===== src/rtl/spi_byte_shifter_pkg.sv =====
// Shared types and register map for the SPI byte shifter.
package spi_byte_shifter_pkg;

  typedef enum logic [2:0] {
    ST_IDLE,
    ST_LOAD,
    ST_LOW,
    ST_HIGH,
    ST_DONE
  } state_t;

  localparam logic [2:0] ADDR_DATA   = 3'd0;
  localparam logic [2:0] ADDR_STATUS = 3'd1;

  localparam int STAT_BUSY  = 0;
  localparam int STAT_FULL  = 1;
  localparam int STAT_EMPTY = 2;
  localparam int STAT_OVF   = 3;
  localparam int STAT_LVL   = 4;

  // The status field is 4 bits wide; deeper FIFOs saturate at 15.
  function automatic logic [3:0] lvl_field(input int unsigned lvl);
    logic [31:0] v;
    v = lvl;
    return (lvl > 15) ? 4'hF : v[3:0];
  endfunction

endpackage


===== src/rtl/spi_byte_shifter_if.sv =====
// Avalon-MM slave bus bundle for the SPI byte shifter.
interface spi_byte_shifter_if;
  logic [2:0]  address;
  logic        chipselect;
  logic        write_n;
  logic [31:0] writedata;
  logic [31:0] readdata;

  modport master (output address, chipselect, write_n, writedata, input readdata);
  modport slave  (input address, chipselect, write_n, writedata, output readdata);
endinterface


===== src/rtl/spi_tx_fifo.sv =====
// Synchronous TX FIFO with simultaneous push/pop and occupancy level.
module spi_tx_fifo #(
  parameter int DEPTH = 4,
  parameter int W     = 9,
  localparam int AW   = $clog2(DEPTH)
) (
  input  logic          clk,
  input  logic          reset,
  input  logic          push,
  input  logic          pop,
  input  logic [W-1:0]  din,
  output logic [W-1:0]  dout,
  output logic          full,
  output logic          empty,
  output logic [AW:0]   level
);

  logic [W-1:0] mem [DEPTH];
  logic [AW:0]  wr_ptr, rd_ptr;
  logic         do_push, do_pop;

  // A pop in the same cycle frees the slot, so a push into a full FIFO is kept.
  assign do_push = push && (!full || pop);
  assign do_pop  = pop && !empty;

  assign level = wr_ptr - rd_ptr;
  assign full  = (level == (AW+1)'(DEPTH));
  assign empty = (level == '0);
  assign dout  = mem[rd_ptr[AW-1:0]];

  always_ff @(posedge clk) begin
    if (reset) begin
      wr_ptr <= '0;
      rd_ptr <= '0;
    end else begin
      if (do_push) wr_ptr <= wr_ptr + 1'b1;
      if (do_pop)  rd_ptr <= rd_ptr + 1'b1;
    end
  end

  always_ff @(posedge clk) begin
    if (do_push) mem[wr_ptr[AW-1:0]] <= din;
  end

endmodule


===== src/rtl/spi_byte_shifter.sv =====
// SPI mode-0 byte engine: Avalon byte FIFO feeding an MSB-first shifter
// with per-byte DC and PIO-driven chip select / reset / enable.
module spi_byte_shifter
  import spi_byte_shifter_pkg::*;
#(
  parameter int CLK_DIV    = 4,
  parameter int FIFO_DEPTH = 4
) (
  input  logic                clk,
  input  logic                reset,
  spi_byte_shifter_if.slave   bus,
  input  logic [3:0]          pio_in,
  input  logic                spi_miso,
  output logic                spi_sclk,
  output logic                spi_mosi,
  output logic                spi_cs_n,
  output logic                spi_dc,
  output logic                spi_rst_n
);

  localparam int LW = $clog2(FIFO_DEPTH) + 1;

  state_t        state, state_nxt;
  logic [7:0]    div_cnt;
  logic [2:0]    bit_cnt;
  logic [7:0]    tx_sr, rx_sr, rx_reg;
  logic          dc_cur, ovf;
  logic          wr, push, drop, full, empty, go, load_now, div_end;
  logic [8:0]    head;
  logic [LW-1:0] level;
  logic          unused_wdata;

  assign wr       = bus.chipselect && !bus.write_n;
  assign push     = wr && (bus.address == ADDR_DATA);
  assign go       = !empty && pio_in[3];
  assign div_end  = (div_cnt == 8'(CLK_DIV - 1));
  // DONE doubles as LOAD when another byte follows, removing a cycle per byte.
  assign load_now = (state == ST_LOAD) || (state == ST_DONE && go);
  assign drop     = push && full && !load_now;
  assign spi_mosi = tx_sr[7];
  assign unused_wdata = ^bus.writedata[31:8];

  spi_tx_fifo #(.DEPTH(FIFO_DEPTH), .W(9)) u_fifo (
    .clk   (clk),
    .reset (reset),
    .push  (push),
    .pop   (load_now),
    .din   ({pio_in[1], bus.writedata[7:0]}),
    .dout  (head),
    .full  (full),
    .empty (empty),
    .level (level)
  );

  always_comb begin
    state_nxt = state;
    case (state)
      ST_IDLE: if (go) state_nxt = ST_LOAD;
      ST_LOAD: state_nxt = ST_LOW;
      ST_LOW:  if (div_end) state_nxt = ST_HIGH;
      ST_HIGH: if (div_end) state_nxt = (bit_cnt == 3'd7) ? ST_DONE : ST_LOW;
      ST_DONE: state_nxt = go ? ST_LOW : ST_IDLE;
      default: state_nxt = ST_IDLE;
    endcase
  end

  always_ff @(posedge clk) begin
    if (reset) begin
      state   <= ST_IDLE;
      div_cnt <= '0;
      bit_cnt <= '0;
      tx_sr   <= '0;
      rx_sr   <= '0;
      rx_reg  <= '0;
      dc_cur  <= 1'b0;
      ovf     <= 1'b0;
      spi_sclk  <= 1'b0;
      spi_cs_n  <= 1'b1;
      spi_dc    <= 1'b0;
      spi_rst_n <= 1'b0;
    end else begin
      state   <= state_nxt;
      div_cnt <= ((state == ST_LOW || state == ST_HIGH) && !div_end) ? div_cnt + 8'd1 : 8'd0;
      if (load_now) begin
        tx_sr   <= head[7:0];
        dc_cur  <= head[8];
        bit_cnt <= '0;
      end
      if (state == ST_LOW && div_end) rx_sr <= {rx_sr[6:0], spi_miso};
      if (state == ST_HIGH && div_end) begin
        tx_sr   <= {tx_sr[6:0], 1'b0};
        bit_cnt <= bit_cnt + 3'd1;
      end
      if (state == ST_DONE) rx_reg <= rx_sr;
      if (drop) ovf <= 1'b1;
      else if (wr && bus.address == ADDR_STATUS && bus.writedata[STAT_OVF]) ovf <= 1'b0;
      // Pins follow next state so they line up with the FSM cycle they describe.
      spi_sclk  <= (state_nxt == ST_HIGH);
      spi_cs_n  <= pio_in[0] & (state_nxt == ST_IDLE);
      spi_rst_n <= pio_in[2];
      if (state_nxt == ST_IDLE)                    spi_dc <= pio_in[1];
      else if (load_now || state_nxt == ST_LOAD)   spi_dc <= head[8];
      else                                         spi_dc <= dc_cur;
    end
  end

  always_comb begin
    bus.readdata = '0;
    case (bus.address)
      ADDR_DATA:   bus.readdata[7:0] = rx_reg;
      ADDR_STATUS: begin
        bus.readdata[STAT_BUSY]  = (state != ST_IDLE);
        bus.readdata[STAT_FULL]  = full;
        bus.readdata[STAT_EMPTY] = empty;
        bus.readdata[STAT_OVF]   = ovf;
        bus.readdata[STAT_LVL +: 4] = lvl_field(int'(level));
      end
      default: bus.readdata = '0;
    endcase
  end

endmodule


===== src/flat_wrapper.sv =====
// flat-port wrapper written by rule: the top's interface ports become plain ports
module spi_byte_shifter_flat import spi_byte_shifter_pkg::*;
#(
  parameter int CLK_DIV    = 4,
  parameter int FIFO_DEPTH = 4
)
  (clk, reset, pio_in, spi_miso, spi_sclk, spi_mosi, spi_cs_n, spi_dc, spi_rst_n, bus_address, bus_chipselect, bus_write_n, bus_writedata, bus_readdata);
  spi_byte_shifter_if bus_i ();
  input  logic clk;
  input  logic reset;
  input  logic [3:0] pio_in;
  input  logic spi_miso;
  output logic spi_sclk;
  output logic spi_mosi;
  output logic spi_cs_n;
  output logic spi_dc;
  output logic spi_rst_n;
  input wire logic [$bits(bus_i.address)-1:0] bus_address;
  input wire logic [$bits(bus_i.chipselect)-1:0] bus_chipselect;
  input wire logic [$bits(bus_i.write_n)-1:0] bus_write_n;
  input wire logic [$bits(bus_i.writedata)-1:0] bus_writedata;
  output wire logic [$bits(bus_i.readdata)-1:0] bus_readdata;
  assign bus_i.address = bus_address;
  assign bus_i.chipselect = bus_chipselect;
  assign bus_i.write_n = bus_write_n;
  assign bus_i.writedata = bus_writedata;
  assign bus_readdata = bus_i.readdata;
  spi_byte_shifter #(.CLK_DIV(CLK_DIV), .FIFO_DEPTH(FIFO_DEPTH)) u_core (.clk(clk), .reset(reset), .bus(bus_i), .pio_in(pio_in), .spi_miso(spi_miso), .spi_sclk(spi_sclk), .spi_mosi(spi_mosi), .spi_cs_n(spi_cs_n), .spi_dc(spi_dc), .spi_rst_n(spi_rst_n));
endmodule

===== config.mk =====
export PLATFORM = sky130hd
export DESIGN_NAME = spi_byte_shifter_flat
export DESIGN_NICKNAME = d
export VERILOG_FILES = /design/src/rtl/spi_byte_shifter_pkg.sv /design/src/rtl/spi_byte_shifter_if.sv /design/src/rtl/spi_tx_fifo.sv /design/src/rtl/spi_byte_shifter.sv /design/src/flat_wrapper.sv
export SDC_FILE = /design/constraint.sdc
export NUM_CORES = 1
export LEC_CHECK = 0
export ABC_AREA = 1
export BUFFER_PORTS_ARGS = -buffer_cell sky130_fd_sc_hd__buf_2
export CAP_MARGIN = 20
export CORE_ASPECT_RATIO = 1.1
export CORE_UTILIZATION = 45
export DETAILED_ROUTE_END_ITERATION = 7
export MAX_ROUTING_LAYER = met4
export PLACE_DENSITY = 0.68
export SYNTH_ARGS = -nofsm -noshare
export SYNTH_HDL_FRONTEND = slang
export SYNTH_SLANG_ARGS = --single-unit

===== constraint.sdc =====
create_clock -name clk -period 2.94 [get_ports clk]
set_clock_uncertainty 0.1 [all_clocks]
set_input_delay 0.147 -clock clk [delete_from_list [all_inputs] [get_ports clk]]
set_output_delay 0.147 -clock clk [all_outputs]
set_load 0.1 [all_outputs]

Word-level counts from Yosys, hierarchy flattened
Memory sizes are Yosys's and may differ from the RTL's. A register that Yosys moved wholly into a read port is not among the register bits.
Cells that the tools add are included.

storage, ports and cells
  bits in registers = 50
  memory bits (writable) = 36
  input port bits = 44
  logic and storage cells = 83
  memories = 1

memory list
  memory             words  width  read ports  clocked after Yosys merged registers in  wr ports  RTL line           RTL
  u_core.u_fifo.mem  4      9      1           1                                        1         spi_tx_fifo.sv:18  logic [W-1:0] mem [DEPTH];

cells by class
  add/sub/neg operators = 5
  equality and inequality tests = 10
  muxes and demuxes = 19
  bitwise operators = 2
  reduce and logical (&&, ||, !) cells = 31

operators by type and width
  kind                                                                   number
  3-bit 2-to-1 mux                                                       6
  8-bit 2-to-1 mux                                                       2
  8-bit one-hot mux with 2 select lines                                  1
  3-bit one-hot mux with 5 select lines                                  1
  1-bit logical AND                                                      13
  3-bit zero test                                                        4
  3-bit by 1-bit adder with 3-bit output, second input constant          3
  3-bit by 1-bit equality test with 1-bit output, second input constant  3
  3-bit by 2-bit equality test with 1-bit output, second input constant  3
  3-bit equality test, second input constant                             3
  8-bit by 1-bit adder with 8-bit output, second input constant          1
  8-bit by 2-bit equality test with 1-bit output, second input constant  1
  1-bit 2-to-1 mux                                                       6
  2-bit 2-to-1 mux                                                       3
  1-bit zero test                                                        5
  1-bit logical OR                                                       4
  2-bit nonzero test                                                     2
  2-bit OR reduction                                                     2
  3-bit nonzero test                                                     1
  3-bit subtractor                                                       1
  1-bit bitwise AND                                                      1
  1-bit inverter                                                         1

Logic depth before layout (Yosys ltp)
  depth after elaboration = 10
  gate-level depth with buffers = 13
  mapped depth without buffers = 13

By module
Synthesis repeated with hierarchy kept, for this count alone.

unflattened totals
  cell total of the unflattened synthesis = 453
  area total of the unflattened synthesis = 3,996.3 µm²

modules (own cells, without submodules)
  module            instances  cells each  area each (µm²)  seq. area each (µm²)
  spi_byte_shifter  1          295         2,133.3          880.8
  spi_tx_fifo       1          158         1,863.0          1,241.2

Worst setup path after synthesis
No wires, ideal clock.

  path type = register to output
  start = register u_core.u_fifo.wr_ptr[0]
  end = output port bus_readdata[2]
  arrival time = 3,583 ps
  slack = -890 ps
  stages on the path, launching flop included = 8
  path buffers = 0
  cells stage by stage = dfxtp_1 -> inv_1 -> ha_1 -> inv_1 -> fa_1 -> nor2_1 -> nand3_2 -> o21ai_0

between the ends
  word-level cells in the longest chain between the ends = 3

RTL lines
  what                                   RTL line                 RTL
  start: declaration                     spi_tx_fifo.sv:19        logic [AW:0] wr_ptr, rd_ptr;
  start signal: assignment               spi_tx_fifo.sv:36        if (do_push) wr_ptr <= wr_ptr + 1'b1;
  3-bit subtractor                       spi_tx_fifo.sv:26        assign level = wr_ptr - rd_ptr;
  3-bit zero test                        spi_tx_fifo.sv:28        assign empty = (level == '0);
  8-bit one-hot mux with 2 select lines  spi_byte_shifter.sv:109  case (bus.address)
  end: declaration                       flat_wrapper.sv:22       output wire logic [$bits(bus_i.readdata)-1:0] bus_readdata;

No other way between the ends.

Final worst setup path
Ends and elaborated chain as after synthesis.

==> results.sh <==
export IMPL_timing_rr_end="u_core.u_fifo.mem[2][8]"
export IMPL_core_area_um2=8080
export IMPL_htree_levels=3
export IMPL_syn_inst=426
export IMPL_ys_seq_area_frac=0.553
export IMPL_grt_overflow_total=0
export IMPL_drc_errors=0
export IMPL_worst_setup_path_end_kind="primary output"
export IMPL_critPathArrivalTime_ps=2480
export IMPL_drt_total_wl_mm=7.22
export IMPL_min_period_ps=2730
export IMPL_grt_pass1_vias=2722
export IMPL_diodes=0
export IMPL_syn_avg_cell_area_um2=9.01
export IMPL_area_growth_pct=12.9
export IMPL_instances_no_fill=586
export IMPL_start_util=0.475
export IMPL_drt_iter0_markers=161
export IMPL_ant_nets=0
export IMPL_timing_rr_start="u_core.u_fifo.wr_ptr[0]"
export IMPL_setup_tns_ps=0
export IMPL_critPathCapture="bus_readdata[2]"
export IMPL_insertion_delay_ps=350
export IMPL_cts_root_buffer="clkbuf_8"
export IMPL_dp_cells=558
export IMPL_pwr_density_cell_nw_per_um2=539
export IMPL_tightest_slew_ps=858
export IMPL_yosys_warnings=0
export IMPL_rsz0062_at_grt="false"
export IMPL_cts_setup_buffers=0
export IMPL_port_buffers=32
export IMPL_cp_max_fo=5
export IMPL_fin_crit_sh=0.928
export IMPL_io_pins=81
export IMPL_clkPwrFrac=0.348
export IMPL_grt_first_pass_wirelength_mm=12.2
export IMPL_cts_sinks=88
export IMPL_setup_viol=0
export IMPL_pwr_share_comb=0.105
export IMPL_total_power_mw=2.33
export IMPL_seq_power_share=0.547
export IMPL_cp_start_kind="register"
export IMPL_maxSlewHeadroom=0.426
export IMPL_hold_path_class="input pin to register"
export IMPL_timing_max_cap_violations=0
export IMPL_placement_rows=34
export IMPL_die_area_um2=8910
export IMPL_chipWidth_um=90.1
export IMPL_max_freq_mhz=367
export IMPL_finalHoldViolations=0
export IMPL_largest_reg_flops=36
export IMPL_crit_type="register to primary output"
export IMPL_peakVddDrop_mv=0.350
export IMPL_die_h_um=98.9
export IMPL_path_clk_slew_ps=80
export IMPL_grt_max_degree=27
export IMPL_netlist_cell_type_count=31
export IMPL_grt_usage=0.179
export IMPL_syn_area_um2=3840
export IMPL_first_pass_iters=4
export IMPL_p_leak_nw=1.74
export IMPL_required_ps=2690
export IMPL_wl_per_cell_um=12.3
export IMPL_cts_buffers=9
export IMPL_r2r_cells=8
export IMPL_antenna_found_initial=0
export IMPL_place_congestion=0.816
export IMPL_finish_utilization=0.536
export IMPL_place_hpwl_mm=4.91
export IMPL_cts_tree="yes"
export IMPL_cts_buffer_depth=2
export IMPL_drv_slew=0
export IMPL_vias=2868
export IMPL_vias_per_cell=4.89
export IMPL_nets=527
export IMPL_p_int_mw=1.73
export IMPL_switchingPower_mw=0.608
export IMPL_drive_above_1_share=0.128
export IMPL_netSwitchingFraction=0.260
export IMPL_reg2reg_slack_ps=260
export IMPL_crit_start="u_core.u_fifo.wr_ptr[0]"
export IMPL_status="finished clean"
export IMPL_synth_seq_cells=88
-- per-stage QoR --
step                instance area, µm²  hold slack [ps]  setup WS (ps)
floorplan                         3930              146           -133
global placement                  4020              257            213
detailed placement                4020              259            140
CTS                               4330             70.1            118
global route                      4340             77.9          0.723
finish                            4340             77.5            213
-- worst min path at each step --
stage / start / endpoint / slack (ps) / cells past startpoint
floorplan: bus_writedata[0] / u_core.u_fifo.mem[0][0] / 150 / 0
global placement: pio_in[2] / u_core.spi_rst_n / 260 / 3
detailed placement: pio_in[2] / u_core.spi_rst_n / 260 / 3
CTS: pio_in[3] / u_core.state[0] / 70 / 3
global route: pio_in[3] / u_core.state[0] / 80 / 3
finish: pio_in[3] / u_core.state[0] / 80 / 3
-- per-layer routing --
layer | wire length (µm) | track usage | share of wire | vias up
li1 | - | - | - | 1468
met5 | 0 | - | 0 | -
met2 | 3380 | 0.281 | 0.47 | 91
met3 | 348 | 0.0440 | 0.048 | 9
met1 | 3390 | 0.223 | 0.47 | 1300
met4 | 100 | 0.0720 | 0.014 | 0
-- timing repair --
action / CTS / global route
hold buffers: 12 / 0
endpoints found under the hold margin: 39 / 0
endpoints found under the setup margin: 0 / 11
resized for setup: 0 / 2
-- placed cells by master, fill, tap and decap left out, types with 2 or more instances in the layout --
master         Yosys  final
nand2_1           60     60
dfxtp_1           52     52
inv_1             46     46
o21ai_0           47     45
nor2_1            45     44
edfxtp_1          36     36
a21oi_1           31     31
buf_2              3     31
conb_1             1     24
nand3_1           22     22
dlygate4sd3_1      0     12
clkbuf_8           0     10
o22ai_1            9      9
ha_1               9      9
a31oi_1            7      7
nor3_1             6      6
buf_4             24      4
nand2_2            3      3
clkbuf_1           6      3
nor2_2             1      2
o21ai_1            0      2
nand3_2            2      2
inv_2              2      2
xor2_1             2      2
nand4_1            2      2
nor3b_1            2      2
-- synth_stat cells --
cell | instances | area, µm²
nor3b_1 | 2 | 15.0
o21ai_0 | 47 | 235
ha_1 | 9 | 113
clkbuf_1 | 6 | 22.5
a211oi_2 | 1 | 12.5
nor2_2 | 1 | 6.26
a21oi_1 | 31 | 155
a31oi_1 | 7 | 43.8
nand2_1 | 60 | 225
or2_2 | 1 | 6.26
nor3_1 | 6 | 30.0
nand4_1 | 2 | 12.5
edfxtp_1 | 36 | 1080
dfxtp_1 | 52 | 1040
nor2_8 | 1 | 20.0
inv_1 | 46 | 173
conb_1 | 1 | 3.75
nand2_2 | 3 | 18.8
fa_1 | 1 | 20.0
nand3_1 | 22 | 110
nand3_2 | 2 | 20.0
buf_2 | 3 | 15.0
buf_4 | 24 | 180
buf_1 | 1 | 3.75
inv_2 | 2 | 7.51
nor2_1 | 45 | 169
buf_6 | 1 | 11.3
xor2_1 | 2 | 17.5
o22ai_1 | 9 | 56.3
o2111ai_1 | 1 | 8.76
nor4_1 | 1 | 6.26
-- critical path, stage by stage (launching register included) --
cell	delay, ps
dfxtp_1	370
inv_1	110
ha_1	210
inv_1	60
fa_1	420
nor2_1	170
buf_4	150
nand3_2	150
o21ai_1	160
clkbuf_4	340
-- logic make-up (layout without fill, tap and decap cells) --
group / after synthesis / after routing / synth area share
AOI/OAI and AO/OA: 96 / 96 / 0.133
xor gates and xnor gates: 2 / 2 / 0.00456
adders and majority gates: 10 / 10 / 0.0345
buffers and inverters: 83 / 112 / 0.108
DFF: 88 / 88 / 0.553
other: 1 / 24 / 0.000977
and+or+nand+nor: 146 / 146 / 0.167
-- power by group through the flow --
stage	sequential (mW)	combinational [mW]	clock, mW
4_1_cts	1.28	0.244	0.824
3_3_place_gp	1.31	0.230	0
3_5_place_dp	1.31	0.232	0
2_1_floorplan	1.33	0.202	0
6_report	1.28	0.245	0.812
5_1_grt	1.28	0.258	0.887
-- area by class of cell --
class | count | area (µm²)
Sequential cell | 88 | 2120
Tap cell | 108 | 135
Fill cell | 772 | 3750
Clock buffer | 13 | 149
Clock inverter | 3 | 42.5
Multi-Input combinational cell | 278 | 1390
Timing Repair Buffer | 48 | 313
Inverter | 48 | 180
(Power assumes the default switching activity.)
